### config.mk
export PLATFORM = sky130hd
export DESIGN_NAME = ha_vec_mem
export DESIGN_NICKNAME = d
export VERILOG_FILES = /design/src/rtl/ha_vec_mem.sv
export SDC_FILE = /design/constraint.sdc
export NUM_CORES = 1
export LEC_CHECK = 0
export ABC_AREA = 1
export CORE_ASPECT_RATIO = 0.6
export CORE_MARGIN = 4
export CORE_UTILIZATION = 53
export CTS_CLUSTER_SIZE = 8
export DETAILED_ROUTE_END_ITERATION = 8
export PLACE_DENSITY = 0.75
export SYNTH_ARGS = -nofsm -noshare
export SYNTH_HDL_FRONTEND = slang
export SYNTH_SLANG_ARGS = --single-unit
### constraint.sdc
create_clock -name clk -period 0.87 [get_ports clk]
set_input_delay 0.1305 -clock clk [delete_from_list [all_inputs] [get_ports clk]]
set_output_delay 0.1305 -clock clk [all_outputs]
set_load 0.01 [all_outputs]
### src/rtl/ha_vec_mem.sv
// ha_vec_mem: DEPTH x 4 simple dual-port vector RAM, synchronous write, registered read
// Ports: clk; we/waddr/wdata write port; re/raddr read request; rdata valid one cycle after re.
module ha_vec_mem #(
    parameter int DEPTH = 16,
    parameter int AW    = 4
) (
    input  logic          clk,
    input  logic          we,
    input  logic [AW-1:0] waddr,
    input  logic [3:0]    wdata,
    input  logic          re,
    input  logic [AW-1:0] raddr,
    output logic [3:0]    rdata
);
    logic [3:0] mem [DEPTH];
    always_ff @(posedge clk) begin
        if (we) mem[waddr] <= wdata;
        if (re) rdata <= mem[raddr];
    end
endmodule

**Yosys cells after proc, flatten, opt, wreduce, memory -nomap -nowiden**

Memories as Yosys holds them, arrays and structs flattened. A register that Yosys moved wholly into a read port is not among the register bits.
Cells that the tools add are included.
W data, S select, Z words.

- Bits in latches: 0
- Register bits: 0
- Bits in writable memories: 64
- Input bits: 15
- Memories kept: 1
- Memory bits (read-only): 0

Memory list:

| memory | words | bits a word | read ports | clocked after memory_dff | wr ports | RTL line | text |
|---|---|---|---|---|---|---|---|
| mem | 16 | 4 | 1 | 1 | 1 | 15 | `logic [3:0] mem [DEPTH];` |

- Mux-type cells: 2
- Shift operators: 0
- Order comparisons: 0
- Div/mod/pow operators: 0
- Reduce and logical (&&, ||, !) cells: 0
- Multipliers: 0
- Add/subtract/negate cells: 0
- Bitwise logic cells: 0
- Equal/unequal tests: 0

Operators by type and width:

| cell | count |
|---|---|
| $mux W1 | 2 |

**Longest topological paths before layout**

Gate-level depths: netlist of run 1.

- Word-level depth: 2
- Mapped depth: 9
- Mapped depth without buffers: 7

**Least setup slack after synthesis of run 1**

No wires, ideal clock.

- Path type: input -> register
- Start point: in raddr[0]
- End point: reg rdata[1], read port of mem, data pin
- Data arrival time: 0.699 ns
- Slack: -0.082 ns
- Library setup time: 0.253 ns
- Stages: 8
- Cells stage by stage: buf_6 > inv_6 > buf_6 > nand2_1 > nand3_1 > nand3_1 > nand3_1 > nand2_1

RTL lines:

| element | RTL line | text |
|---|---|---|
| from (decl) | 12 | `input logic [AW-1:0] raddr,` |
| to (decl) | 13 | `output logic [3:0] rdata` |

==> results of run 1 <==
==> layout by cell type, fill, tap and decap left out <==
| cell type | synthesis | routed |
|---|---|---|
| clkinv_1 | 0 | 1 |
| inv_12 | 0 | 1 |
| bufinv_16 | 0 | 1 |
| clkbuf_1 | 0 | 3 |
| inv_1 | 52 | 44 |
| clkdlybuf4s50_1 | 0 | 8 |
| clkdlybuf4s15_2 | 0 | 2 |
| clkbuf_8 | 0 | 9 |
| buf_4 | 4 | 15 |
| nand2_1 | 89 | 82 |
| buf_6 | 5 | 3 |
| nand2_4 | 0 | 4 |
| nor2_1 | 17 | 6 |
| nor2_2 | 0 | 3 |
| buf_12 | 0 | 3 |
| nand3_2 | 0 | 21 |
| edfxtp_1 | 68 | 68 |
| clkinv_2 | 0 | 1 |
| buf_2 | 2 | 4 |
| inv_2 | 0 | 8 |
| bufbuf_16 | 0 | 1 |
| nand3_1 | 49 | 28 |
| nor2_4 | 0 | 8 |
| inv_4 | 1 | 1 |
| clkbuf_2 | 0 | 3 |
| nand2_2 | 0 | 3 |
| dlygate4sd2_1 | 0 | 1 |
| nand3b_1 | 2 | 2 |
==> stage by stage <==
step | cells | utilization | TNS, ps | hold slack [ps]
detailed placement | 393 | 0.641 | -53860 | 731
global route | 411 | 0.717 | -1620 | 375
floorplan | 290 | - | -569 | 229
CTS | 411 | 0.698 | -1270 | 394
global placement | 393 | 0.641 | -52640 | 738
finish | 411 | 0.717 | -1280 | 363
==> power breakdown <==
part / switching, mW / leakage (nW) / internal (mW) / total [mW]
registers: 0.0209 / 0.618 / 3.69 / 3.71
clock network: 1.10 / 0.0879 / 1.30 / 2.40
logic: 0.425 / 0.906 / 0.257 / 0.683
total: 1.55 / 1.61 / 5.24 / 6.79
==> state kept, by name, indices dropped and copies added, names as in the netlist <==
name   cells
rdata      4
mem       64
==> area by class of cell <==
cell class,count,area [µm²]
flip-flops and latches,68,2040
inverters,54,218
clock buffers,12,135
fillers,374,1500
well taps,77,96.3
multi-input cells,157,868
repair buffers,40,385
clock inverters,3,38.8
==> logic make-up (layout without fill, tap and decap cells) <==
kind of cell,after synthesis,count (layout),share of synthesized area
buffers and inverters,65,109,0.102
flip-flops,68,68,0.679
AND/OR/NAND/NOR,157,157,0.219
==> routing by layer <==
| metal | part of all wire | vias up | GRT usage |
|---|---|---|---|
| li1 | - | 1012 | - |
| met5 | 0 | - | 0 |
| met1 | 0.46 | 1030 | 0.332 |
| met3 | 0.11 | 18 | 0.0849 |
| met2 | 0.41 | 115 | 0.315 |
| met4 | 0.025 | 0 | 0.0622 |
==> repair_timing <==
| item | in CTS | in global routing |
|---|---|---|
| gates cloned | 1 | 0 |
| buffers inserted | 2 | 0 |
| endpoints found under the setup margin | 72 | 68 |
| pin swaps | 7 | 15 |
| gates resized for setup | 53 | 35 |
==> worst min-delay path: stages <==
cell      delay [ps]
clkbuf_2         110
nand3b_1         100
buf_6            150
nor2_4            50
==> worst paths after layout <==
check,from,to,cells after the start
hold / removal,we,mem[7][0],4
hold reg to reg,mem[6][1],rdata[1],6
setup reg to reg,mem[0][0],rdata[0],6
setup / recovery,raddr[0],rdata[0],9
==> flow_summary.ini, run 1 <==
[sta]
timing.final.crit_share = 1.23
fin_crit_ps = 1070
finalHoldViolations = 0
worst_pin_slew_ps = 257
setup_viol = 8
finalMaxSlewViolations = 0
clock_skew_ps = 5.96
rsz0062_at_grt = yes
max_slew_margin = 0.828
fin_ws_ps = -200
timing.fmax_ghz = 0.935

[clock_tree]
clkTransAtPathRegs_ps = 70
cts_tree = yes
ctsHoldBuffers = 0
clock-sinks = 68
clk_latency_ps = 340
cts_buffers = 9
clockBufferDepth = 2
htreeDepth = 3
cts-root-buf = clkbuf_8

[worst_setup_path]
reg2reg_slack_ps = -200
crit_type = input pin to register
cp-end-kind = register
worst_ep_required_time_ps = 970
crit_slowest_cell = dlygate4sd2_1
worst-path-buf-inv = 3
start_kind = input pin
crit_top_cell = nand2_1
max_stage_delay_ps = 290
crit_family = buffers and inverters
cp_cell_sequence = dlygate4sd2_1 > buf_12 > buf_12 > nand2_1 > nand2_1 > nand2_1 > nand3_2 > nand3_2 > nand2_1
arrival_ps = 1170
cp_max_fo = 12

[grt]
grt_pass1_vias = 2068
grt_remaining_overflow = 0
grt_pass1_wl_um = 11400
antenna_found_initial = 0
grt_max_degree = 33
grt_use_total = 0.227

[placed_design]
dp_slack_ps = -778
place_area_um2 = 3390
dpl.hpwl_um = 4710
gp_congestion = 0.933
port_buffers = 18

[floorplan]
io_pins = 19
floorplan.rows = 20
initial_core_util = 0.569
core_area_um2 = 5280
die_h_um = 66.3
die_width_um = 105
die-area_um2 = 6980

[status]
failed_checks = negative setup slack
outcome = finished, violations left

[logic_synthesis]
yosys-top-cells-count = 89 x nand2_1, 68 x edfxtp_1, 52 x inv_1
yosysSeqAreaShare = 0.679
synth.cell_area_um2 = 3010
synth-edff-count = 68
synth_most_common_cell = nand2_1
synth_area_leader_cell = edfxtp_1
ys_seq_elements = 68
synth_top_area_frac = 0.679
ys_types = 11
ys_async_sr_fraction = 0
yosys_most_used_dff = edfxtp_1
synthCells = 290
synth_warnings = 0
syn_nets = 305
synth_area_per_cell_um2 = 10.4
synth_area_leaders = edfxtp_1 68%, nand2_1 11%, nand3_1 8.2%, inv_1 6.5%, nor2_1 2.1%

[route]
drt_first_pass_iters = 5
viasPerCell = 5.29
vias = 2175
avgRoutedWirePerCell_um = 18.0
ant_nets = 0
drtIter0Drc = 241
drcViolationCount = 0
wl_um = 7380

[final_layout]
antenna-diode-count = 0
fin_nets = 345
syn2layout_area_growth_pct = 25.8
drive_gt1_frac = 0.272
stdcell_area_um2 = 3780

[pwr]
fin_total_pwr_mw = 6.79
total_leakage_power_nw = 1.61
worst_ir_drop_vdd_mv = 1.35
power.density_nw_per_um2 = 1790

[hold_path]
hp-class = input pin to register

[flow_run]
max_cap_violations = 0
Note: power is estimated with default switching activity, not from simulation.
==> run 2: changes to the inputs <==
Settings changed: TNS_END_PERCENT from default to 5.
==> run 2 against run 1 <==
The flow still finishes with violations (negative setup slack). Clock power grew 28%. Register-to-register slack is essentially flat. Die area is the same. Largest cell class unchanged. Global-route usage shrank 2.1 points. Wire length shrank 11%. Non-clock buffer count grew 10. Clock-buffer cell count shrank 3.
==> flow_summary.ini, run 2 (synthesis gave the netlist of run 1 again) <==
[clock_tree]
clock-sinks = 68
cts-root-buf = clkbuf_8
clkTransAtPathRegs_ps = 70
clk_latency_ps = 350
clockBufferDepth = 2
ctsHoldBuffers = 0
cts_buffers = 9
cts_tree = yes
htreeDepth = 3

[final_layout]
num-fill-cells = 396
syn2layout_area_growth_pct = 27.8
drive_gt1_frac = 0.278
reg_top3 = mem (64), rdata (4)
final_common_cell = nand2_1
antenna-diode-count = 0
final_core_util = 0.727
final_cell_mix = 83 x nand2_1, 68 x edfxtp_1, 46 x inv_1
largest_reg_flops = 64
top_register = mem
fin_nets = 355

[grt]
grt_max_degree = 33
grt_pass1_wl_um = 10400
antenna_found_initial = 0
grt_remaining_overflow = 0
grt_use_total = 0.206
grt_pass1_vias = 2013

[floorplan]
floorplan.rows = 20
die-area_um2 = 6980
io_pins = 19
die_h_um = 66.3
die_width_um = 105
initial_core_util = 0.569
core_area_um2 = 5280

[worst_setup_path]
crit_slowest_cell = clkdlybuf4s50_1
crit_type = input pin to register
crit_top_cell = nand3_1
arrival_ps = 1290
worst-path-buf-inv = 2
start_kind = input pin
cp_max_fo = 16
max_stage_delay_ps = 540
worst_ep_required_time_ps = 1090
crit_family = buffers and inverters
cp_cell_sequence = clkdlybuf4s50_1 > buf_6 > nand3_1 > nand3_1 > nand3_1 > nand2_1
cp-end-kind = register

[pwr]
power.switching_mw = 1.58
worst_ir_drop_vdd_mv = 1.69
total_leakage_power_nw = 1.68
p_int_mw = 5.83
power.density_nw_per_um2 = 1930
p_sw_frac = 0.213
p_clk_frac = 0.413
comb_power_share = 0.086
seqPwrFrac = 0.501

[sta]
rsz0062_at_grt = yes
setup_viol = 16
finalMaxSlewViolations = 0
worst_pin_slew_ps = 213
timing.fmax_ghz = 0.931
max_slew_margin = 0.858
timing.final.crit_share = 1.23
fin_crit_ps = 1070
finalHoldViolations = 0
fin_ws_ps = -204
clock_skew_ps = 5.43

[placed_design]
gp_congestion = 0.945
dp_slack_ps = -724
dpl.hpwl_um = 4550
port_buffers = 18

[route]
wl_um = 6540
drt_first_pass_iters = 5
viasPerCell = 5.08
ant_nets = 0
vias = 2143
avgRoutedWirePerCell_um = 15.5
drtIter0Drc = 243
drcViolationCount = 0

[hold_path]
hp-class = input pin to register

[flow_run]
max_cap_violations = 0

[status]
outcome = finished, violations left
failed_checks = negative setup slack
## run 2: layout make-up
type,instances,area [µm²],share of cell area
sequential,68,2040,0.532
multi-input combinational,157,816,0.212
timing repair buffer,50,430,0.112
inverter,54,218,0.0567
clock buffer,9,124,0.0322
clock inverter,7,115,0.0300
tap,77,96.3,0.0251
## run 2: worst paths after layout
| path | depth (start not counted) | slack (ps) | endpoint | from |
|---|---|---|---|---|
| worst max-delay path | 6 | -200 | rdata[0] | raddr[1] |
| worst min-delay path | 4 | 410 | mem[2][3] | waddr[1] |
| worst max register to register | 6 | -200 | rdata[0] | mem[8][0] |
| worst min register to register | 6 | 750 | rdata[3] | mem[12][3] |
## run 2: worst min-delay path: stages
cell,delay [ps]
dlymetal6s2s_1,160
nand2_2,130
nor2_2,110
buf_4,110
## run 2: what timing repair did
item | in CTS | in global routing
resized for setup | 40 | 30
buffers inserted | 0 | 0
pin swaps | 9 | 10
endpoints found under the setup margin | 72 | 72
## run 2: metal layers
| layer | up-vias | part of all wire | wire [µm] | track usage |
|---|---|---|---|---|
| met4 | 0 | 0.013 | 85 | 0.0589 |
| li1 | 1030 | - | - | - |
| met1 | 1011 | 0.47 | 3060 | 0.297 |
| met2 | 94 | 0.42 | 2740 | 0.283 |
| met3 | 8 | 0.10 | 651 | 0.0859 |
| met5 | - | 0 | 0 | 0 |
## run 2: power by group through the flow
stage                     Sequential (mW)  Combinational, mW  Clock [mW]
after floorplan                      3.78              0.286           0
after global placement               3.78              0.555           0
after detailed placement             3.78              0.567           0
after CTS                            3.71              0.585        3.11
after global routing                 3.71              0.693        3.31
final                                3.71              0.635        3.06
## run 2: through the flow
step	power (mW)	hold slack (ps)	instances	setup TNS, ps	instance area, µm²
floorplan	4.07	229	290	-469	3010
global placement	4.33	729	406	-45060	3440
detailed placement	4.35	734	406	-46620	3440
CTS	7.41	488	422	-8830	3740
global route	7.71	429	422	-2220	3840
finish	7.40	410	422	-1430	3840
